===== config.mk =====
export PLATFORM = sky130hd
export DESIGN_NAME = mod_mul_scheduler
export DESIGN_NICKNAME = d
export VERILOG_FILES = /design/src/rtl/mod_mul_scheduler.sv
export SDC_FILE = /design/constraint.sdc
export NUM_CORES = 1
export LEC_CHECK = 0
export BUFFER_PORTS_ARGS = -buffer_cell sky130_fd_sc_hd__buf_4
export CORE_MARGIN = 2
export CORE_UTILIZATION = 45
export DETAILED_ROUTE_END_ITERATION = 8
export GPL_TIMING_DRIVEN = 0
export PLACE_DENSITY = 0.85
export SKIP_CTS_REPAIR_TIMING = 1
export SYNTH_ARGS = -nofsm -noshare
export SYNTH_HDL_FRONTEND = slang
export SYNTH_SLANG_ARGS = --single-unit

===== constraint.sdc =====
create_clock -name clk -period 4.25 [get_ports clk]
set_input_delay 0.85 -clock clk [delete_from_list [all_inputs] [get_ports clk]]
set_output_delay 0.85 -clock clk [all_outputs]
set_load 0.02 [all_outputs]

===== src/rtl/mod_mul_scheduler.sv =====
// Round-robin scheduler that shares one external modular multiplier among NUM_REQ requesters.
// Operand width comes from `DATAWIDTH (parameters.vh); it falls back to 16 bits when the macro is undefined.
`ifndef DATAWIDTH
`define DATAWIDTH 16
`endif

module mod_mul_scheduler #(
   parameter int NUM_REQ = 4,
   parameter int TIMEOUT = 1024,
   parameter int W       = `DATAWIDTH
) (
   input  logic                 clk,
   input  logic                 rst_n,
   input  logic [NUM_REQ-1:0]   req,
   input  logic [NUM_REQ*W-1:0] op_a,
   input  logic [NUM_REQ*W-1:0] op_b,
   output logic [NUM_REQ-1:0]   gnt,
   output logic [NUM_REQ-1:0]   done,
   output logic [W-1:0]         result,
   output logic                 err,
   output logic                 mul_en,
   output logic [W-1:0]         mul_a,
   output logic [W-1:0]         mul_b,
   input  logic [W-1:0]         mul_product,
   input  logic                 mul_ready
);

   localparam int IW = (NUM_REQ > 1) ? $clog2(NUM_REQ) : 1;
   localparam int CW = $clog2(TIMEOUT + 1);

   typedef enum logic [2:0] {IDLE, LAUNCH, ACK, WAIT, DELIVER} state_t;

   state_t          state;
   state_t          state_next;
   logic [IW-1:0]   sel;
   logic [IW-1:0]   ptr;
   logic [IW-1:0]   pick;
   logic [IW-1:0]   cand;
   logic            found;
   logic [CW-1:0]   cnt;
   logic            grant_now;
   logic            complete;
   logic            timeout_hit;
   logic [NUM_REQ-1:0] sel_onehot;

   always_ff @(posedge clk or negedge rst_n) begin
      if (!rst_n) begin
         state <= IDLE;
      end else begin
         state <= state_next;
      end
   end

   // Round-robin pick scans from ptr so the most recently served requester goes last.
   always_comb begin
      state_next  = state;
      pick        = '0;
      cand        = '0;
      found       = 1'b0;
      grant_now   = 1'b0;
      complete    = 1'b0;
      timeout_hit = 1'b0;

      for (int i = 0; i < NUM_REQ; i++) begin
         cand = IW'((int'(ptr) + i) % NUM_REQ);
         if (!found && req[cand]) begin
            pick  = cand;
            found = 1'b1;
         end
      end

      case (state)
         IDLE: begin
            if (found) begin
               grant_now  = 1'b1;
               state_next = LAUNCH;
            end
         end
         LAUNCH: state_next = ACK;
         ACK: begin
            if (cnt == CW'(TIMEOUT - 1)) begin
               timeout_hit = 1'b1;
               state_next  = DELIVER;
            end else if (!mul_ready) begin
               state_next = WAIT;
            end
         end
         WAIT: begin
            if (mul_ready) begin
               complete   = 1'b1;
               state_next = DELIVER;
            end else if (cnt == CW'(TIMEOUT - 1)) begin
               timeout_hit = 1'b1;
               state_next  = DELIVER;
            end
         end
         DELIVER: state_next = IDLE;
         default: state_next = IDLE;
      endcase

      sel_onehot = NUM_REQ'(1) << sel;
      gnt        = (state != IDLE) ? sel_onehot : '0;
      done       = (state == DELIVER) ? sel_onehot : '0;
      mul_en     = (state == LAUNCH) || (state == ACK);
   end

   // Operands are captured at grant so requesters may change their buses freely afterwards.
   always_ff @(posedge clk or negedge rst_n) begin
      if (!rst_n) begin
         sel    <= '0;
         ptr    <= '0;
         mul_a  <= '0;
         mul_b  <= '0;
         cnt    <= '0;
         result <= '0;
         err    <= 1'b0;
      end else begin
         if (grant_now) begin
            sel   <= pick;
            ptr   <= IW'((int'(pick) + 1) % NUM_REQ);
            mul_a <= op_a[pick*W +: W];
            mul_b <= op_b[pick*W +: W];
            cnt   <= '0;
         end else if ((state == ACK) || (state == WAIT)) begin
            cnt <= cnt + CW'(1);
         end

         if (complete) begin
            result <= mul_product;
         end else if (timeout_hit) begin
            result <= '0;
            err    <= 1'b1;
         end
      end
   end

endmodule


==> run summary, run 1 <==
Clock Skew: 0.00831 ns
endpoint of the worst register-to-register path: mul_b[12]$_DFFE_PN0P_
Ys Warns: 0
largest fanout on the critical path: 6
via count: 3,704
area growth from synthesis to layout: 52.6%
I/O pin total: 209
worst min path class: reg -> reg
flip-flop and latch area: 1680 sq um
port bufs: 208
Synth Area per Inst: 10.1 sq um
DRC: 0
top-count cell post-synth: dfrtp_1
total grt overflow: 0
Util after Layout: 0.716
CTS buffer count: 9
CP Data Arrival Time: 1.45 ns
sequential-to-total area share from yosys stat: 0.460
critical path class: reg -> out
static leakage: 2.86 nW
top cells by area, synth: dfrtp_1 (46%), mux2i_1 (18%), o221ai_1 (7.9%)
Via density: 5.38
max_cap viols: 0
#FFs+latches synth: 67
Post-synth EDFFs: 0
max_slew headroom: 0.431
GPL Wtd Cong: 0.845
antenna violations before repair: 0
Num Clock Sinks: 67
fin. max-slew vios: 0
initial core utilization: 0.469
CTS tree: built
Total Routed Length: 11,700 microns
Synth top area share: 0.460
Iter 0 DRT Violations: 237
ratio of cells with drive above 1 in the final layout: 0.425
fill count: 602
flop-to-flop setup slack: 2.29 ns
Setup TNS: 0 ns
post-DP HPWL: 9180 microns
largest net degree at the start of global routing: 68
Crit. End Element: output pin
CTS H-tree depth: 3
Nets: 733
Cell Rows: 32
cells on worst reg2reg path: 5
Mapped Area: 3640 sq um
die area: 8830 sq um
routed len/inst: 17.0 microns
hold-critical path depth: 1
Die X: 94.0 microns
dominant synthesized flop cell: dfrtp_1
most common library cells after synthesis: dfrtp_1 (67), mux2i_1 (64), nor2_1 (54)
core region area: 7770 sq um
FF-to-FF Start: state[2]$_DFFE_PN0P_
Die Y: 94.0 microns
FFs w/ async S/R, synth: 1.00
first-pass GRT wire length: 17,900 microns
PwrDens: 660 nW/um^2
worst skew pair latency: 0.33 ns
min-delay src: err$_DFFE_PN0P_
n_diodes: 0
Min-Delay Endpoint: err$_DFFE_PN0P_
fin crit period: 2.30 ns
RSZ-0062 raised after global routing: false
drt pass-1 iters: 4
status: complete, no violations
Tcrit/Tclk final: 0.542
Total GRT Usage: 0.261
Worst EP required: 3.40 ns
Reg clk slew, reported paths: 0.08 ns
worst-margin pin slew: 0.854 ns
cells along the critical path: nor3_2 -> nor2_1 -> buf_4
Routed Antenna Nets: 0
cell count after synthesis: 362
Multi-input gate area: 1810 sq um
peak supply drop: 302 uV
Max Fclk: 0.434 GHz
Worst path max stage delay: 0.44 ns
Hold Vio Cnt, Final: 0
Net Count, Synth: 514
Synth cell types: 40
clk root buf: clkbuf_8
Critical Path Start Type: flip-flop
CTS max path bufs: 2
area leader, netlist: dfrtp_1
slowest cell on the critical path: dfrtp_1
vias in the first global route: 3,728
final setup fails: 0
## critical path, delay by kind of cell (launching register included)
family | cells | cell delay (ns)
buffers and inverters | 1 | 0.18
DFF | 1 | 0.44
and+or+nand+nor | 2 | 0.52
## placed cells by master, fill, tap and decap left out, types with 2 or more instances in the layout
master / n
clkbuf_8: 11
mux2i_1: 64
o21ai_0: 3
nand4_1: 2
nand2_1: 45
nand3_1: 2
xnor2_1: 3
o221ai_1: 33
buf_2: 7
nor2_1: 54
xor2_1: 6
and3_1: 3
clkbuf_1: 9
nand2b_1: 5
a21oi_1: 6
a21o_1: 2
bufinv_16: 2
nor3_1: 18
nor3_2: 2
buf_4: 216
dfrtp_1: 67
nor2b_1: 4
## per-stage QoR
step | area (sq um) | total power, mW | hold slack (ns) | setup WS (ns) | std cells
floorplan | 3640 | 2.29 | 0.505 | 2.20 | 362
global route | 5560 | 3.89 | 0.509 | 1.86 | 688
CTS | 5560 | 3.68 | 0.489 | 1.93 | 688
finish | 5560 | 3.67 | 0.482 | 1.95 | 688
global placement | 5330 | 3.02 | 0.459 | 1.83 | 672
detailed placement | 5330 | 3.08 | 0.467 | 1.79 | 672
## metal layers
| metal | track usage | vias up | routed length, microns |
|---|---|---|---|
| met4 | 0.0990 | 0 | 289 |
| met1 | 0.334 | 1825 | 4660 |
| met5 | 0 | - | 0 |
| met2 | 0.445 | 111 | 6190 |
| li1 | - | 1747 | - |
| met3 | 0.0401 | 21 | 528 |
## worst max path at each step
stage / cells past startpoint / to / startpoint / slack, ns
floorplan: 7 / mul_a[11]$_DFFE_PN0P_ / req[0] / 2.20
global placement: 6 / mul_a[13]$_DFFE_PN0P_ / req[1] / 1.83
detailed placement: 8 / mul_b[15]$_DFFE_PN0P_ / req[0] / 1.79
CTS: 3 / gnt[3] / state[2]$_DFFE_PN0P_ / 1.93
global route: 3 / gnt[1] / state[2]$_DFFE_PN0P_ / 1.86
finish: 3 / gnt[2] / state[2]$_DFFE_PN0P_ / 1.95
## flip-flops by register name, summed over array words and instances, names as in the netlist
register and flops:
cnt 11, ptr 2, state 3, result 16
mul_b 16, mul_a 16, err 1, sel 2
## cell families after synthesis
group,after synthesis,share of synthesized area
muxes,64,0.176
xor gates and xnor gates,9,0.0216
and+or+nand+nor,143,0.183
buffers and inverters,26,0.0426
adders and majority gates,1,0.00343
DFF,67,0.460
AOI/OAI and AO/OA,52,0.113
## where the power goes
group	switching, mW	internal [mW]	total [mW]
logic	1.10	0.874	1.97
clock network	0.236	0.362	0.598
registers	0.188	0.911	1.10
total	1.52	2.15	3.67
## layout make-up
cell class / instances / area share
buffer: 25 / 0.0272
clock buffer: 12 / 0.0279
tap: 102 / 0.0230
inverter: 1 / 0.000675
clock inverter: 4 / 0.0131
sequential: 67 / 0.302
timing repair buffer: 208 / 0.281
multi-input combinational: 269 / 0.326
No activity file was read; power rests on OpenSTA's default activity.
==> run 2: changes to the inputs <==
ABC_AREA = 1   (was not set)
CORE_UTILIZATION = 44   (was 45)
PLACE_DENSITY = 0.8   (was 0.85)
clock period = 1.9 ns   (was 4.25 ns; I/O delays follow)
==> run summary, run 2 <==
total chip power: 17.2 mW (was 3.67 mW)
endpoint of the worst register-to-register path: mul_b[12]$_DFFE_PN0P_ (unchanged)
CTS tree: built (unchanged)
Max Fclk: 0.482 GHz
CTS buffer count: 9 (unchanged)
largest fanout on the critical path: 10 (was 6)
area growth from synthesis to layout: 53.2% (was 52.6%)
worst-margin pin slew: 0.872 ns (was 0.854 ns)
FFs w/ async S/R, synth: 1.00 (unchanged)
clk root buf: clkbuf_16 (was clkbuf_8)
most frequent cells in the layout: nand2_1 (251), buf_4 (227), inv_1 (150) (was buf_4 (216), dfrtp_1 (67), mux2i_1 (64))
cell count after synthesis: 784 (was 362)
port bufs: 207 (was 208)
Via density: 5.14 (was 5.38)
max_slew headroom: 0.419 (was 0.431)
GPL Wtd Cong: 0.878 (was 0.845)
Die Y: 111 microns (was 94.0 microns)
final setup fails: 34 (was 0)
Hold Vio Cnt, Final: 0 (unchanged)
critical path class: reg -> reg (was reg -> out)
peak supply drop: 1370 uV (was 302 uV)
Util after Layout: 0.683 (was 0.716)
dominant synthesized flop cell: dfrtp_1 (unchanged)
Worst EP required: 2.13 ns (was 3.40 ns)
Regs by FF count: mul_a x16, mul_b x16, result x16 (unchanged)
static leakage: 4.52 nW (was 2.86 nW)
Synth top area share: 0.334 (was 0.460)
Total GRT Usage: 0.251 (was 0.261)
via count: 6,027 (was 3,704)
Post-synth EDFFs: 0 (unchanged)
antenna violations before repair: 0 (unchanged)
flop-to-flop setup slack: -0.17 ns (was 2.29 ns)
most common library cells after synthesis: nand2_1 (264), inv_1 (154), nand3_1 (108) (was dfrtp_1 (67), mux2i_1 (64), nor2_1 (54))
sequential-to-total area share from yosys stat: 0.334 (was 0.460)
Routed Antenna Nets: 0 (unchanged)
FF-to-FF Start: ptr[0]$_DFFE_PN0P_ (was state[2]$_DFFE_PN0P_)
PwrDens: 2230 nW/um^2 (was 660 nW/um^2)
initial core utilization: 0.446 (was 0.469)
fin. max-slew vios: 0 (unchanged)
Ys Warns: 0 (unchanged)
Die X: 111 microns (was 94.0 microns)
worst min path class: in -> async (was reg -> reg)
largest net degree at the start of global routing: 68 (unchanged)
Tcrit/Tclk final: 1.09
DRC: 0 (unchanged)
cells on worst reg2reg path: 15 (was 5)
crit path launch: ptr[0]$_DFFE_PN0P_ (was state[2]$_DFFE_PN0P_)
total grt overflow: 0 (unchanged)
Worst Setup EP: mul_b[12]$_DFFE_PN0P_ (was gnt[2])
Synth Area per Inst: 6.41 sq um (was 10.1 sq um)
Placement Cell Area: 6760 sq um (was 5330 sq um)
Crit. End Element: flip-flop (was output pin)
top-count cell post-synth: nand2_1 (was dfrtp_1)
placed cells: 1,134 (was 672)
I/O pin total: 209 (unchanged)
Nets: 1,176 (was 733)
Net Count, Synth: 936 (was 514)
area leader, netlist: dfrtp_1 (unchanged)
Iter 0 DRT Violations: 469 (was 237)
first-pass GRT wire length: 25,500 microns (was 17,900 microns)
fin crit period: 2.07 ns
#FFs+latches synth: 67 (unchanged)
post-DP HPWL: 11,600 microns (was 9180 microns)
RSZ-0062 raised after global routing: true (was false)
Final Cell Area: 7700 sq um (was 5560 sq um)
status: finished with violations (was complete, no violations)
Total Routed Length: 17,200 microns (was 11,700 microns)
commonest non-fill, non-tap cell in the layout: nand2_1 (was buf_4)
ratio of cells with drive above 1 in the final layout: 0.337 (was 0.425)
CP Data Arrival Time: 2.30 ns (was 1.45 ns)
failing checks: setup timing
CTS max path bufs: 2 (unchanged)
vias in the first global route: 5,608 (was 3,728)
Num Clock Sinks: 67 (unchanged)
max_cap viols: 0 (unchanged)
routed len/inst: 14.7 microns (was 17.0 microns)
worst skew pair latency: 0.34 ns (was 0.33 ns)
worst slack, placed: -0.155 ns (was 1.79 ns)
Critical Path Start Type: flip-flop (unchanged)
Clock Skew: 0.00967 ns (was 0.00831 ns)
core region area: 11,300 sq um (was 7770 sq um)
Worst Slack Setup Final: -0.173 ns (was 1.95 ns)
Mapped Area: 5020 sq um (was 3640 sq um)
CTS H-tree depth: 3 (unchanged)
die area: 12,300 sq um (was 8830 sq um)
Synth cell types: 34 (was 40)
Reg clk slew, reported paths: 0.06 ns (was 0.08 ns)
top cells by area, synth: dfrtp_1 (33%), nand2_1 (20%), inv_1 (12%) (was dfrtp_1 (46%), mux2i_1 (18%), o221ai_1 (7.9%))
Cell Count, Final, Fillers Out: 1,172 (was 688)
Cell Rows: 39 (was 32)
n_diodes: 0 (unchanged)
drt pass-1 iters: 7 (was 4)
run 2: changes by cell type after synthesis, moves of 11 or more:
| cell | change |
|---|---|
| inv_1 | +153 |
| nand3_1 | +106 |
| buf_2 | +11 |
| o221ai_1 | -33 |
| nor2_1 | -44 |
| mux2i_1 | -64 |
| nand4_1 | +64 |
| nand2_1 | +219 |
| buf_6 | +14 |
run 2: critical path: stages, from the launching register on:
cell and delay (ns):
dfrtp_1 0.40, buf_6 0.15, inv_8 0.08, nand2_1 0.09, nand3_2 0.10, nand2_4 0.07, nor2_4 0.15, nand3_4 0.16
nand3_4 0.14, clkbuf_16 0.18, clkbuf_16 0.14, nand2_1 0.05, nand3_1 0.08, nand2_1 0.06, nand2_1 0.07, nand2_1 0.05
run 2: cell families (layout without fill, tap and decap cells):
| kind of cell | count (synthesis) | after routing | share of synthesized area |
|---|---|---|---|
| xor gates and xnor gates | 5 | 5 | 0.00872 |
| AOI/OAI and AO/OA | 21 | 21 | 0.0234 |
| adders and majority gates | 1 | 1 | 0.00249 |
| buffers and inverters | 208 | 453 | 0.189 |
| and+or+nand+nor | 482 | 482 | 0.443 |
| DFF | 67 | 67 | 0.334 |
run 2: metal layers:
| metal | GRT usage | share of wire | vias up |
|---|---|---|---|
| met4 | 0.0933 | 0.025 | 0 |
| met3 | 0.0498 | 0.085 | 36 |
| met5 | 0 | 0 | - |
| li1 | - | - | 2941 |
| met2 | 0.436 | 0.49 | 303 |
| met1 | 0.309 | 0.40 | 2747 |
run 2: final cells by class:
cell class,instances,area [sq um]
fill,976,3570
timing repair buffer,230,1870
multi-input combinational,509,2590
tap,143,179
buffer,47,459
clock inverter,7,82.6
inverter,160,613
sequential,67,1680
clock buffer,9,225
run 2: power breakdown:
part / internal (mW) / switching [mW]
combinational: 5.61 / 7.31
clock: 1.04 / 0.702
sequential: 2.07 / 0.456
run 2: how the worst min path moves through the flow:
| stage | start | end | depth (start not counted) |
|---|---|---|---|
| floorplan | rst_n | cnt[0]$_DFFE_PN0P_ | 0 |
| detailed placement | err$_DFFE_PN0P_ | err$_DFFE_PN0P_ | 2 |
| global placement | err$_DFFE_PN0P_ | err$_DFFE_PN0P_ | 2 |
| CTS | rst_n | result[15]$_DFFE_PN0P_ | 1 |
| finish | rst_n | sel[0]$_DFFE_PN0P_ | 1 |
| global route | rst_n | result[15]$_DFFE_PN0P_ | 1 |
run 2: metrics by stage:
stage | TNS [ns] | hold slack (ns)
final | -4.20 | 0.141
after global routing | -8.53 | 0.240
after CTS | -5.39 | 0.197
after detailed placement | -4.31 | 0.460
after global placement | -3.62 | 0.452
after floorplan | 0 | 0.0844
